===== config.mk =====
export PLATFORM = sky130hd
export DESIGN_NAME = hazard_ctrl
export DESIGN_NICKNAME = d
export VERILOG_FILES = /design/src/rtl/hazard_pkg.sv /design/src/rtl/hazard_ctrl_fwd_sel.sv /design/src/rtl/hazard_ctrl.sv
export SDC_FILE = /design/constraint.sdc
export NUM_CORES = 1
export LEC_CHECK = 0
export CAP_MARGIN = 10
export CORE_UTILIZATION = 45
export CTS_CLUSTER_SIZE = 28
export DETAILED_ROUTE_END_ITERATION = 8
export GPL_TIMING_DRIVEN = 0
export PLACE_DENSITY = 0.9
export SLEW_MARGIN = 20
export SYNTH_ARGS = -nofsm -noshare
export SYNTH_HDL_FRONTEND = slang
export SYNTH_SLANG_ARGS = --single-unit

===== constraint.sdc =====
create_clock -name clk -period 2.7 [get_ports clk]
set_input_delay 0.675 -clock clk [delete_from_list [all_inputs] [get_ports clk]]
set_output_delay 0.675 -clock clk [all_outputs]
set_load 0.005 [all_outputs]

===== src/rtl/hazard_pkg.sv =====
// Shared types and default constants for the ARM pipeline hazard sequencer.
package hazard_pkg;

  typedef enum logic [1:0] {
    FWD_RF = 2'b00,
    FWD_W  = 2'b01,
    FWD_M  = 2'b10
  } fwd_sel_t;

  typedef enum logic {
    RUN,
    MEMWAIT
  } memfsm_t;

  localparam int unsigned INIT_FLUSH_DEF  = 2;
  localparam int unsigned MEM_TIMEOUT_DEF = 64;
  localparam int unsigned CNT_W_DEF       = 16;

endpackage


===== src/rtl/hazard_ctrl_fwd_sel.sv =====
// Operand forwarding select: M-stage result wins over W-stage result.
module fwd_sel
  import hazard_pkg::*;
(
  input  logic     match_m,
  input  logic     match_w,
  input  logic     reg_write_m,
  input  logic     reg_write_w,
  output fwd_sel_t sel
);

  always_comb begin
    sel = FWD_RF;
    if (match_m && reg_write_m)      sel = FWD_M;
    else if (match_w && reg_write_w) sel = FWD_W;
  end

endmodule


===== src/rtl/hazard_ctrl.sv =====
// Hazard/stall sequencer with data-memory wait FSM and post-reset flush window.
// Optional performance counters enabled by defining HAZ_PERF_EN.
module hazard_ctrl
  import hazard_pkg::*;
#(
  parameter int unsigned INIT_FLUSH  = INIT_FLUSH_DEF,
  parameter int unsigned MEM_TIMEOUT = MEM_TIMEOUT_DEF
`ifdef HAZ_PERF_EN
  ,
  parameter int unsigned CNT_W       = CNT_W_DEF
`endif
) (
  input  logic       clk,
  input  logic       reset,
  input  logic       Match_1E_M,
  input  logic       Match_1E_W,
  input  logic       Match_2E_M,
  input  logic       Match_2E_W,
  input  logic       Match_12D_E,
  input  logic       RegWriteM,
  input  logic       RegWriteW,
  input  logic       MemtoRegE,
  input  logic       BranchTakenE,
  input  logic       PCWrPendingF,
  input  logic       PCSrcW,
  input  logic       MemAccessM,
  input  logic       MemReadyM,
  output logic [1:0] ForwardAE,
  output logic [1:0] ForwardBE,
  output logic       StallF,
  output logic       StallD,
  output logic       StallE,
  output logic       StallM,
  output logic       FlushD,
  output logic       FlushE,
  output logic       FlushW,
  output logic       MemFault
`ifdef HAZ_PERF_EN
  ,
  output logic [CNT_W-1:0] StallCnt,
  output logic [CNT_W-1:0] FlushCnt,
  output logic [CNT_W-1:0] MemWaitCnt
`endif
);

  localparam int unsigned IW = (INIT_FLUSH < 1) ? 1 : $clog2(INIT_FLUSH + 1);
  localparam int unsigned WW = (MEM_TIMEOUT < 2) ? 1 : $clog2(MEM_TIMEOUT + 1);
  localparam logic [IW-1:0] INIT_VAL = IW'(INIT_FLUSH);
  localparam logic [WW-1:0] TO_VAL   = WW'(MEM_TIMEOUT);

  memfsm_t       state;
  logic [WW-1:0] waitCnt;
  logic [IW-1:0] initCnt;
  logic          memStall;
  logic          ldrStall;
  logic          initActive;

  fwd_sel u_fwd_a (
    .match_m     (Match_1E_M),
    .match_w     (Match_1E_W),
    .reg_write_m (RegWriteM),
    .reg_write_w (RegWriteW),
    .sel         (ForwardAE)
  );

  fwd_sel u_fwd_b (
    .match_m     (Match_2E_M),
    .match_w     (Match_2E_W),
    .reg_write_m (RegWriteM),
    .reg_write_w (RegWriteW),
    .sel         (ForwardBE)
  );

  assign ldrStall   = Match_12D_E & MemtoRegE;
  assign initActive = (initCnt != '0);

  // The timeout cycle itself releases the stall so the pipeline can move on.
  always_comb begin
    memStall = 1'b0;
    case (state)
      RUN:     memStall = MemAccessM & ~MemReadyM;
      MEMWAIT: memStall = ~MemReadyM & (waitCnt != TO_VAL);
      default: memStall = 1'b0;
    endcase
  end

  always_ff @(posedge clk) begin
    if (reset) begin
      state    <= RUN;
      waitCnt  <= '0;
      initCnt  <= INIT_VAL;
      MemFault <= 1'b0;
    end else begin
      if (initActive) initCnt <= initCnt - 1'b1;
      case (state)
        RUN: begin
          if (MemAccessM && !MemReadyM) begin
            state   <= MEMWAIT;
            waitCnt <= WW'(1);
          end
        end
        MEMWAIT: begin
          if (MemReadyM) begin
            state <= RUN;
          end else if (waitCnt == TO_VAL) begin
            MemFault <= 1'b1;
            state    <= RUN;
          end else begin
            waitCnt <= waitCnt + 1'b1;
          end
        end
        default: state <= RUN;
      endcase
    end
  end

  // Memory stall freezes everything upstream, so branch/load-use actions wait.
  always_comb begin
    StallF = 1'b0;
    StallD = 1'b0;
    StallE = 1'b0;
    StallM = 1'b0;
    FlushD = 1'b0;
    FlushE = 1'b0;
    FlushW = 1'b0;
    if (memStall) begin
      StallF = 1'b1;
      StallD = 1'b1;
      StallE = 1'b1;
      StallM = 1'b1;
      FlushW = 1'b1;
    end else if (initActive) begin
      StallF = 1'b1;
      FlushD = 1'b1;
      FlushE = 1'b1;
    end else begin
      StallF = ldrStall | PCWrPendingF;
      StallD = ldrStall;
      FlushD = PCWrPendingF | PCSrcW | BranchTakenE;
      FlushE = ldrStall | BranchTakenE;
    end
  end

`ifdef HAZ_PERF_EN
  always_ff @(posedge clk) begin
    if (reset) begin
      StallCnt   <= '0;
      FlushCnt   <= '0;
      MemWaitCnt <= '0;
    end else begin
      if (StallF && (StallCnt != '1))               StallCnt   <= StallCnt + 1'b1;
      if ((FlushD || FlushE) && (FlushCnt != '1))   FlushCnt   <= FlushCnt + 1'b1;
      if (memStall && (MemWaitCnt != '1))           MemWaitCnt <= MemWaitCnt + 1'b1;
    end
  end
`endif

endmodule


# Yosys cells after proc, flatten, opt, wreduce, memory -nomap -nowiden
# Cells that the tools add are included.
# totals
elab_cells	51
out_inout_bits	12
register_bits	11
# classes
n_eq_ne	5
reduce_logical	9
n_mux	22
bitwise_logic	9
add_sub_neg	2
# ops
operator	n
$mux W7	3
$mux W1	14
$pmux W7 S2	1
$add A7 B1 Y7 const B	1
$eq A7 B7 Y1 const B	1
$ne A7 B7 Y1 const B	1
$ne A2 B2 Y1 const B	3
$reduce_and A3 Y1	2
$logic_and A1 B1 Y1	5
$mux W2	2
$or A1 B1 Y1	4
$pmux W1 S2	2
$and A1 B1 Y1	3
$not A1 Y1	2
$reduce_bool A2 Y1	1
$sub A2 B1 Y2 const B	1
$logic_not A1 Y1	1

# Depth between registers and ports, before layout
# Gate-level depths: netlist of the first run.
# depth
ltp_word	4
ltp_mapped	6
ltp_nobuf	6

# Modules after synthesis
# A second synthesis of the first run with hierarchy kept.
# hier_totals
cells_unflattened	85
area_unflattened_um2	720.7
# by_module_without_submodules
mod	n_inst	area_per_inst_um2	cells_each
hazard_ctrl	1	683.2	79
fwd_sel	2	18.8	3

# Worst setup path after synthesis of the first run
# OpenSTA, ideal clock, no wires.
# synth_timing
kind	in2out
startpoint	input MemReadyM
endpoint	output StallE
arrival_ps	1440
cell_stages	3
n_path_buf	1
setup_slack_ps	585
cell_sequence	o21bai_1 -> a31oi_2 -> buf_4
# synth_between
elab_chain_cells	4
word_cells_on_any_way	5
# synth_lines
item	line_no	source
start: declaration	hazard_ctrl.sv:27	input logic MemReadyM,
$not A1 Y1 (no source line) *	-	
$and A1 B1 Y1 (on tied branches)	hazard_ctrl.sv:82, hazard_ctrl.sv:81	
$pmux W1 S2 *	hazard_ctrl.sv:80	case (state)
$mux W1 *	-	
end: declaration	hazard_ctrl.sv:32	output logic StallE,
# Every way passes the cells marked *; elsewhere a longest branch is shown, timed or not.

# Worst setup path in the final report of the first run
# layout_timing
startpoint	input MemReadyM
endpoint	output FlushD
# layout_between
elab_chain_cells	4
word_cells_on_any_way	5
# layout_lines
item	line_no	source
$not A1 Y1 (no source line) *	-	
$and A1 B1 Y1 (on tied branches)	hazard_ctrl.sv:82, hazard_ctrl.sv:81	
$pmux W1 S2 *	hazard_ctrl.sv:80	
$mux W1 *	hazard_ctrl.sv:126	if (memStall) begin
end: declaration	hazard_ctrl.sv:34	output logic FlushD,
# Marked as above.

==> results_dict.tcl, run 1 <==
set metrics [dict create \
    status "completed" \
    clock_skew_ns 0.0131 \
    cp-start-kind "primary input" \
    finalSetupTns_ns 0 \
    clock.fmax_mhz 371 \
    synth_ff_type "dfxtp_1" \
    place_area_um2 957 \
    worstMarginPinSlew_ns 0.489 \
    detail_route.wl_per_cell_um 15.1 \
    dr_total_vias 709 \
    rows 13 \
    clk_latency_ns 0.29 \
    place_ws_ns -0.572 \
    holdCritStartpoint "waitCnt[0]" \
    synth.distinct_cells 35 \
    drv_slew 0 \
    post-route-period-util_pct 99.9 \
    met2WireLength_um 990 \
    irDropWorstVdd_v 0.000311 \
    setup_violations 0 \
    rsz0062_at_grt "true" \
    place_congestion 0.773 \
    async_flop_share_pct 0 \
    clock_path_buffers 2 \
    chipWidth_um 40.8 \
    clock-sinks 11 \
    ant_nets 0 \
    clk_pin_slew_worst_paths_ns 0.07 \
    syn_area_per_cell_um2 8.58 \
    port-buffer-count 26 \
    p_per_area_nw_per_um2 435 \
    io_pins 27 \
    dpl.hpwl_um 1280 \
    critPathBufInv 2 \
    cts-root-buf "clkbuf_4" \
    drc_errors 0 \
    hold_depth 1 \
    firstDrtPassIters 4 \
    netlist_area_um2 678 \
    track_usage_pct 25.7 \
    grt_antenna_before_repair 0 \
    r2r_slack_ns 0.96 \
    slowest_delay_ns 0.47 \
    core-area_um2 1350 \
    seq_area_um2 221 \
    combPwrFrac_pct 33.7 \
    maxCapViolCount 0 \
    r2r_end "waitCnt[1]" \
    numCtsBuffers 3 \
    yosysMostFrequentCell "dfxtp_1" \
    wl_met3_um 99 \
    slew_headroom_pct 67.4 \
    p_leak_nw 0.450 \
    highest_layer "met4" \
    r2r_cells 7 \
    arrival_ns 2.02 \
    synth_area_leader_cell "dfxtp_1" \
    hold_violations 0 \
    fin_area_um2 1070 \
    worstPathCellList "dlygate4sd2_1 > o21bai_4 > a31oi_2 > a21oi_1 > clkdlybuf4s50_1" \
    cts_tree "done" \
    synth_seq_cells 11 \
    drive_gt1_share_pct 20.9 \
    fillerInstances 84 \
    cp-startpoint "MemReadyM" \
    routed_wl_um 1960 \
    grt_pass1_wl_um 2640 \
    first_iter_violations 24 \
    fin_ws_ns 0.00212 \
    hold_class "flop to flop" \
    grt_pass1_vias 614 \
    wl_met1_um 841 \
    die_h_um 40.8 \
    critPathKind "primary input to output port" \
    synth_top_area_share_pct 32.5 \
    p_int_w 0.000327 \
    cts_hold_buf 0 \
    cpLargestDelayFamily "buffers and inverters" \
    htreeDepth 1 \
    diodes 0 \
    crit_fanout 5 \
    dieArea_um2 1670 \
    grt_max_degree 11 \
    switchingPower_w 0.000137 \
    synth_common_cells "11 x dfxtp_1, 9 x nor2_1, 8 x nand2_1" \
    p_total_w 0.000464 \
    fin_crit_ns 2.70 \
    start_util_pct 50.2 \
    required_ns 2.03 \
    power_frac_seq_pct 40.1 \
    area_growth_pct 57.2 \
    multi_input_area_um2 449 \
    reg2reg_from "waitCnt[0]" \
    critical_path.slowest_cell "clkdlybuf4s50_1" \
    synthCells 79 \
    fin_nets 134 \
    yosysWarnings 0 \
    viasPerCell 5.45 \
    p_clk_share_pct 26.2 \
    synth_area_leaders "dfxtp_1 32%, ha_1 5.5%, nor2_1 5.0%, nand2_1 4.4%, nor4b_4 3.5%" \
    synth_nets 97 \
    synth_edf_count 0 \
    yosysSeqAreaShare_pct 32.5 \
    swShare_pct 29.5 \
    holdPathEnd "waitCnt[0]" \
    grt.overflow.total 0 \
    end_kind "output port" \
]
-- kinds of logic after synthesis --
family                     share of synthesized area (%)
buffers and inverters                               7.19
xor gates and xnor gates                            1.29
adders and majority gates                           5.54
muxes                                               3.14
DFF                                                 32.5
AOI/OAI and AO/OA                                   20.3
and+or+nand+nor                                     30.1
-- worst register-to-register path, cell delays in order (launching register included) --
cell     delay (ns)
dfxtp_2        0.37
inv_1          0.05
ha_1           0.19
nor2b_4        0.15
a31oi_2        0.33
buf_4          0.19
mux2_2         0.32
nor2_1         0.07
-- metal layers --
metal	up-vias	global-route usage, %
li1	352	-
met5	-	0
met1	330	26.6
met3	4	10.3
met2	23	44.1
met4	0	12.5
-- sequential cells by signal, summed over array words and instances, names as in the netlist --
register,cells
MemFault,1
state,1
initCnt,2
waitCnt,7
-- worst max-delay path by stage --
stage / to / slack [ns] / cells after the start
3_3_place_gp: StallM / -0.53 / 5
3_5_place_dp: StallE / -0.57 / 5
2_1_floorplan: StallE / 0.58 / 3
4_1_cts: StallE / 0.004 / 5
5_1_grt: FlushD / -0.03 / 4
6_report: FlushD / 0.002 / 5
-- power by group through the flow --
| stage | registers [W] | clock network, W | logic (W) |
|---|---|---|---|
| 6_report | 0.000186 | 0.000121 | 0.000156 |
| 5_1_grt | 0.000188 | 0.000130 | 0.000173 |
| 4_1_cts | 0.000186 | 0.000119 | 0.000154 |
| 3_5_place_dp | 0.000190 | 0 | 0.000148 |
| 3_3_place_gp | 0.000188 | 0 | 0.000138 |
| 2_1_floorplan | 0.000188 | 0 | 0.0000818 |
-- placed cells by master, fill, tap and decap left out, types with 3 or more instances in the layout --
cell	n
ha_1	3
inv_1	5
a31oi_1	3
buf_4	7
dlymetal6s2s_1	3
dfxtp_1	10
clkdlybuf4s50_1	20
dlygate4sd2_1	3
nor2_1	9
a21oi_1	3
clkbuf_4	3
nand2_1	8
-- area by class of cell --
cell class	count	share of cell area, %
Tap cell	15	1.76
Inverter	5	1.76
Multi-Input combinational cell	60	42.1
Timing Repair Buffer	31	28.3
Clock buffer	4	2.46
Buffer	4	2.82
Sequential cell	11	20.8
-- repair_timing --
| action | CTS | global route |
|---|---|---|
| setup endpoints to repair | 7 | 6 |
| gates cloned | 1 | 0 |
| pin swaps | 0 | 1 |
| resized for setup | 7 | 5 |
| buffers inserted | 2 | 3 |
-- through the flow --
step,hold WS [ns],util [%],instances
3_5_place_dp,0.468,70.9,120
3_3_place_gp,0.456,70.9,120
4_1_cts,0.488,76.3,127
6_report,0.484,79.0,130
5_1_grt,0.529,79.0,130
2_1_floorplan,0.461,-,79
Note: power is estimated with default switching activity, not from simulation.
==> run 2: changes to the inputs <==
--- a/config.mk
+++ b/config.mk
@@ -6,11 +6,11 @@
 export NUM_CORES = 1
 export LEC_CHECK = 0
 export CAP_MARGIN = 10
-export CORE_UTILIZATION = 45
+export CORE_UTILIZATION = 41
 export CTS_CLUSTER_SIZE = 28
 export DETAILED_ROUTE_END_ITERATION = 8
 export GPL_TIMING_DRIVEN = 0
-export PLACE_DENSITY = 0.9
+export PLACE_DENSITY = 0.83
 export SLEW_MARGIN = 20
 export SYNTH_ARGS = -nofsm -noshare
 export SYNTH_HDL_FRONTEND = slang
==> constraint.sdc (replaced) <==
create_clock -name clk -period 3.1 [get_ports clk]
set_input_delay 0.775 -clock clk [delete_from_list [all_inputs] [get_ports clk]]
set_output_delay 0.775 -clock clk [all_outputs]
set_load 0.005 [all_outputs]
==> run 2 against run 1 <==
Die area up 9.3%. Final cell count is 1.5% lower. Global-route usage is 7.0 points lower. Highest routed layer unchanged. Largest cell class unchanged. Clock skew shrank 0.0074 ns. Sequential share of layout area up 0.51 points. Critical path depth did not move.
==> results_dict.tcl, run 2 (same netlist as run 1, synthesis figures left out) <==
set metrics [dict create \
    drv_slew 0 \
    detail_route.wl_per_cell_um 11.9 \
    track_usage_pct 18.6 \
    power_frac_seq_pct 40.7 \
    start_util_pct 44.5 \
    fin_nets 131 \
    hold_depth 2 \
    crit_fanout 5 \
    mostFrequentLayoutCells "25 x clkdlybuf4s50_1, 11 x dfxtp_1, 9 x nor2_1" \
    rsz0062_at_grt "false" \
    die_h_um 42.7 \
    numCtsBuffers 3 \
    clock.fmax_mhz 333 \
    p_clk_share_pct 25.4 \
    hold_ws_ns 0.482 \
    core-area_um2 1520 \
    p_leak_nw 0.395 \
    grt_max_degree 11 \
    grt_pass1_vias 601 \
    routed_wl_um 1520 \
    ant_nets 0 \
    worstMarginPinSlew_ns 0.471 \
    hold_class "flop to flop" \
    seq_area_um2 220 \
    first_iter_violations 8 \
    dieArea_um2 1820 \
    cts-root-buf "clkbuf_4" \
    diodes 0 \
    clock_skew_ns 0.00564 \
    hold_violations 0 \
    place_inst 121 \
    required_ns 2.32 \
    fin_crit_ns 3.00 \
    io_pins 27 \
    post-route-period-util_pct 96.8 \
    firstDrtPassIters 4 \
    critPathKind "primary input to output port" \
    maxCapViolCount 0 \
    dpl.hpwl_um 1080 \
    grt_pass1_wl_um 2580 \
    irDropWorstVdd_v 0.000280 \
    place_congestion 0.835 \
    arrival_ns 2.22 \
    setup_violations 0 \
    drc_errors 0 \
    swShare_pct 28.2 \
    drive_gt1_share_pct 17.0 \
    rows 14 \
    fillerInstances 127 \
    top_register "waitCnt" \
    clock-sinks 11 \
    cp-start-kind "primary input" \
    port-buffer-count 26 \
    p_per_area_nw_per_um2 383 \
    p_int_w 0.000284 \
    htreeDepth 1 \
    instances_no_fill 128 \
    switchingPower_w 0.000112 \
    chipWidth_um 42.7 \
    status "completed" \
    r2r_cells 6 \
    cts_hold_buf 0 \
    largest_reg_flops 7 \
    fin_util_pct 67.9 \
    final_common_cell "clkdlybuf4s50_1" \
    combPwrFrac_pct 33.9 \
    biggestRegsByFlops "waitCnt: 7 flops, initCnt: 2 flops" \
    viasPerCell 5.23 \
    clock_path_buffers 2 \
    clk_pin_slew_worst_paths_ns 0.07 \
    grt.overflow.total 0 \
    cts_tree "done" \
    end_kind "output port" \
    clk_latency_ns 0.27 \
    dr_total_vias 670 \
    grt_antenna_before_repair 0 \
    slew_headroom_pct 68.5 \
    area_growth_pct 52.6 \
    multi_input_area_um2 442 \
]
-- run 2: changes by cell type in the layout (fill, tap and decap cells not counted), moves of 2 or more --
| cell | delta |
|---|---|
| buf_4 | -3 |
| clkdlybuf4s50_1 | +5 |
| dlygate4sd2_1 | -3 |
| dlymetal6s2s_1 | -2 |
-- run 2: final cells by class --
class                   count  area share (%)
multi-input cells          60            42.7
repair buffers             28            26.8
flip-flops and latches     11            21.3
plain buffers               4            2.90
clock buffers               4            2.54
well taps                  16            1.93
inverters                   5            1.81
-- run 2: through the flow --
stage	cell area (um^2)	setup TNS, ns	setup slack [ns]	power, W
finish	1030	0	0.100	0.000396
global route	1030	0	0.00981	0.000424
floorplan	678	0	0.785	0.000235
detailed placement	958	-2.05	-0.350	0.000293
CTS	1030	0	0.00674	0.000402
global placement	958	-1.89	-0.325	0.000283
-- run 2: worst paths after layout --
path,slack [ns],end,startpoint
min,0.48,MemFault,MemFault
max reg2reg,1.24,waitCnt[5],waitCnt[0]
min reg2reg,0.48,MemFault,MemFault
max,0.10,FlushE,MemAccessM
-- run 2: power by group through the flow --
| stage | combinational (W) | clock [W] | sequential (W) |
|---|---|---|---|
| global route | 0.000149 | 0.000112 | 0.000163 |
| finish | 0.000134 | 0.000101 | 0.000161 |
| global placement | 0.000119 | 0 | 0.000164 |
| floorplan | 0.0000712 | 0 | 0.000164 |
| detailed placement | 0.000128 | 0 | 0.000165 |
| CTS | 0.000137 | 0.000104 | 0.000161 |
-- run 2: layer usage --
metal,track usage (%),routed length [um]
met1,23.6,680
met2,30.0,669
met3,3.40,135
met4,9.38,36
met5,0,0
-- run 2: what timing repair did --
action                     CTS  global route
setup endpoints to repair    7             6
buffers inserted             2             0
gates cloned                 1             0
pin swaps                    0             0
gates resized for setup      3             1
-- run 2: worst max-delay path, cell delays in order --
cell and delay, ns:
clkdlybuf4s50_1 0.44, o21bai_4 0.20, a31oi_2 0.11, a31oi_1 0.19
clkdlybuf4s50_1 0.51
==> run 3: changes to the inputs <==
--- a/config.mk
+++ b/config.mk
@@ -6,6 +6,7 @@
 export NUM_CORES = 1
 export LEC_CHECK = 0
 export CAP_MARGIN = 10
+export CORE_MARGIN = 2
 export CORE_UTILIZATION = 41
 export CTS_CLUSTER_SIZE = 28
 export DETAILED_ROUTE_END_ITERATION = 8
==> constraint.sdc (replaced) <==
create_clock -name clk -period 3.1 [get_ports clk]
set_input_delay 0.31 -clock clk [delete_from_list [all_inputs] [get_ports clk]]
set_output_delay 0.31 -clock clk [all_outputs]
set_load 0.005 [all_outputs]
==> run 3 against run 2 <==
Cell area shrank 4.7%. Combinational power shrank 7%. Sequential power is essentially flat. Critical path type is now flop to output port. First-iteration DRC count grew 63%. Hold slack gained 0.039 ns. Sequential share of layout area grew 1.1 points. Flip-flop and latch count is the same. Wire length shrank 2.7%.
==> results_dict.tcl, run 3 (same netlist as run 1, synthesis figures left out) <==
set metrics [dict create \
    holdPathEnd "MemFault" \
    worstPathCellList "inv_1 > ha_1 > nor2b_1 > a31oi_2 > buf_4 > clkdlybuf4s50_1" \
    port-buffer-count 26 \
    hold_depth 2 \
    chipWidth_um 44.7 \
    diodes 0 \
    rows 14 \
    setup_violations 0 \
    grt_pass1_wl_um 2500 \
    dieArea_um2 2000 \
    drive_gt1_share_pct 14.7 \
    cpLargestDelayFamily "buffers and inverters" \
    clock_skew_ns 0.00628 \
    fin_crit_ns 2.64 \
    biggestRegsByFlops "waitCnt: 7 flops, initCnt: 2 flops" \
    arrival_ns 2.33 \
    clock.fmax_mhz 378 \
    r2r_end "waitCnt[1]" \
    end_kind "output port" \
    routed_wl_um 1480 \
    viasPerCell 5.11 \
    r2r_slack_ns 1.20 \
    grt_max_degree 13 \
    maxCapViolCount 0 \
    rsz0062_at_grt "false" \
    final_common_cell "clkdlybuf4s50_1" \
    p_per_area_nw_per_um2 388 \
    critPathKind "flop to output port" \
    clk_pin_slew_worst_paths_ns 0.07 \
    fin_nets 128 \
    ant_nets 0 \
    detail_route.wl_per_cell_um 11.8 \
    post_cts_buffers 0 \
    p_leak_nw 0.375 \
    area_growth_pct 45.4 \
    clock_path_buffers 2 \
    start_util_pct 44.5 \
    drv_slew 0 \
    worstMarginPinSlew_ns 0.591 \
    io_pins 27 \
    cp-start-kind "flop" \
    post-route-period-util_pct 85.2 \
    htreeDepth 1 \
    cts_hold_buf 0 \
    grt_pass1_vias 598 \
    dpl.hpwl_um 1220 \
    place_congestion 0.738 \
    crit_fanout 12 \
    hold_class "flop to flop" \
    core-area_um2 1520 \
    critical_path.slowest_cell "a31oi_2" \
    clock-sinks 11 \
    cts_tree "done" \
    ctsResizeCount 0 \
    slew_headroom_pct 60.5 \
    irDropWorstVdd_v 0.000416 \
    fin_util_pct 64.7 \
    required_ns 2.79 \
    mostFrequentLayoutCells "26 x clkdlybuf4s50_1, 11 x dfxtp_1, 9 x nor2_1" \
    status "completed" \
    grt_antenna_before_repair 0 \
    numCtsBuffers 3 \
    grt.overflow.total 0 \
    r2r_cells 6 \
    drc_errors 0 \
    firstDrtPassIters 4 \
    first_iter_violations 13 \
    die_h_um 44.7 \
    top_register "waitCnt" \
    slowest_delay_ns 0.53 \
    critPathBufInv 3 \
    holdCritStartpoint "MemFault" \
    reg2reg_from "waitCnt[0]" \
    clk_latency_ns 0.27 \
    dr_total_vias 639 \
    track_usage_pct 17.1 \
    hold_ws_ns 0.521 \
    finalSetupTns_ns 0 \
    hold_violations 0 \
    fillerInstances 128 \
    largest_reg_flops 7 \
    cts-root-buf "clkbuf_4" \
]
run 3: cell count changes in the layout (fill, tap and decap cells not counted), sizes merged:
cell / before / now
dlymetal6s2s: 1 / 0
clkdlybuf4s50: 25 / 26
buf: 5 / 3
clkinv: 0 / 1
clkbuf: 5 / 4
a31oi: 5 / 4
run 3: worst max-delay path by stage:
stage	endpoint	startpoint	cells past startpoint	slack [ns]
6_report	StallM	waitCnt[0]	6	0.46
5_1_grt	StallM	waitCnt[0]	6	0.34
4_1_cts	StallM	waitCnt[0]	6	0.45
3_5_place_dp	StallM	MemReadyM	5	0.57
3_3_place_gp	StallE	MemReadyM	5	0.55
2_1_floorplan	waitCnt[1]	waitCnt[0]	6	1.45
run 3: power by group:
part | internal (W) | switching [W] | total (W)
Clock | 0.0000477 | 0.0000492 | 0.0000969
Combinational | 0.0000752 | 0.0000489 | 0.000124
Sequential | 0.000155 | 0.00000630 | 0.000161
run 3: cell type report:
class | instances | area (um^2) | share of cell area [%]
multi-input cells | 59 | 409 | 41.5
repair buffers | 26 | 260 | 26.4
flip-flops and latches | 11 | 220 | 22.3
plain buffers | 4 | 30.0 | 3.05
clock buffers | 3 | 22.5 | 2.28
well taps | 16 | 20.0 | 2.03
inverters | 5 | 18.8 | 1.90
clock inverters | 1 | 5.00 | 0.508
run 3: layer usage:
metal / global-route usage (%) / part of all wire [%]
met5: 0 / 0
met1: 21.2 / 46
met4: 0 / 0
met2: 29.0 / 51
met3: 7.35 / 3.4
run 3: worst min-delay path, stage by stage (launching register included):
cell,delay [ns]
dfxtp_1,0.34
a31oi_1,0.05
nor2_1,0.10
run 3: through the flow:
stage               instance area [um^2]  worst slack, ns  power, W  instances
global route                         986            0.337  0.000408        125
floorplan                            678             1.45  0.000235         79
global placement                     958            0.547  0.000285        121
finish                               986            0.457  0.000382        125
CTS                                  986            0.452  0.000390        125
detailed placement                   958            0.569  0.000290        121
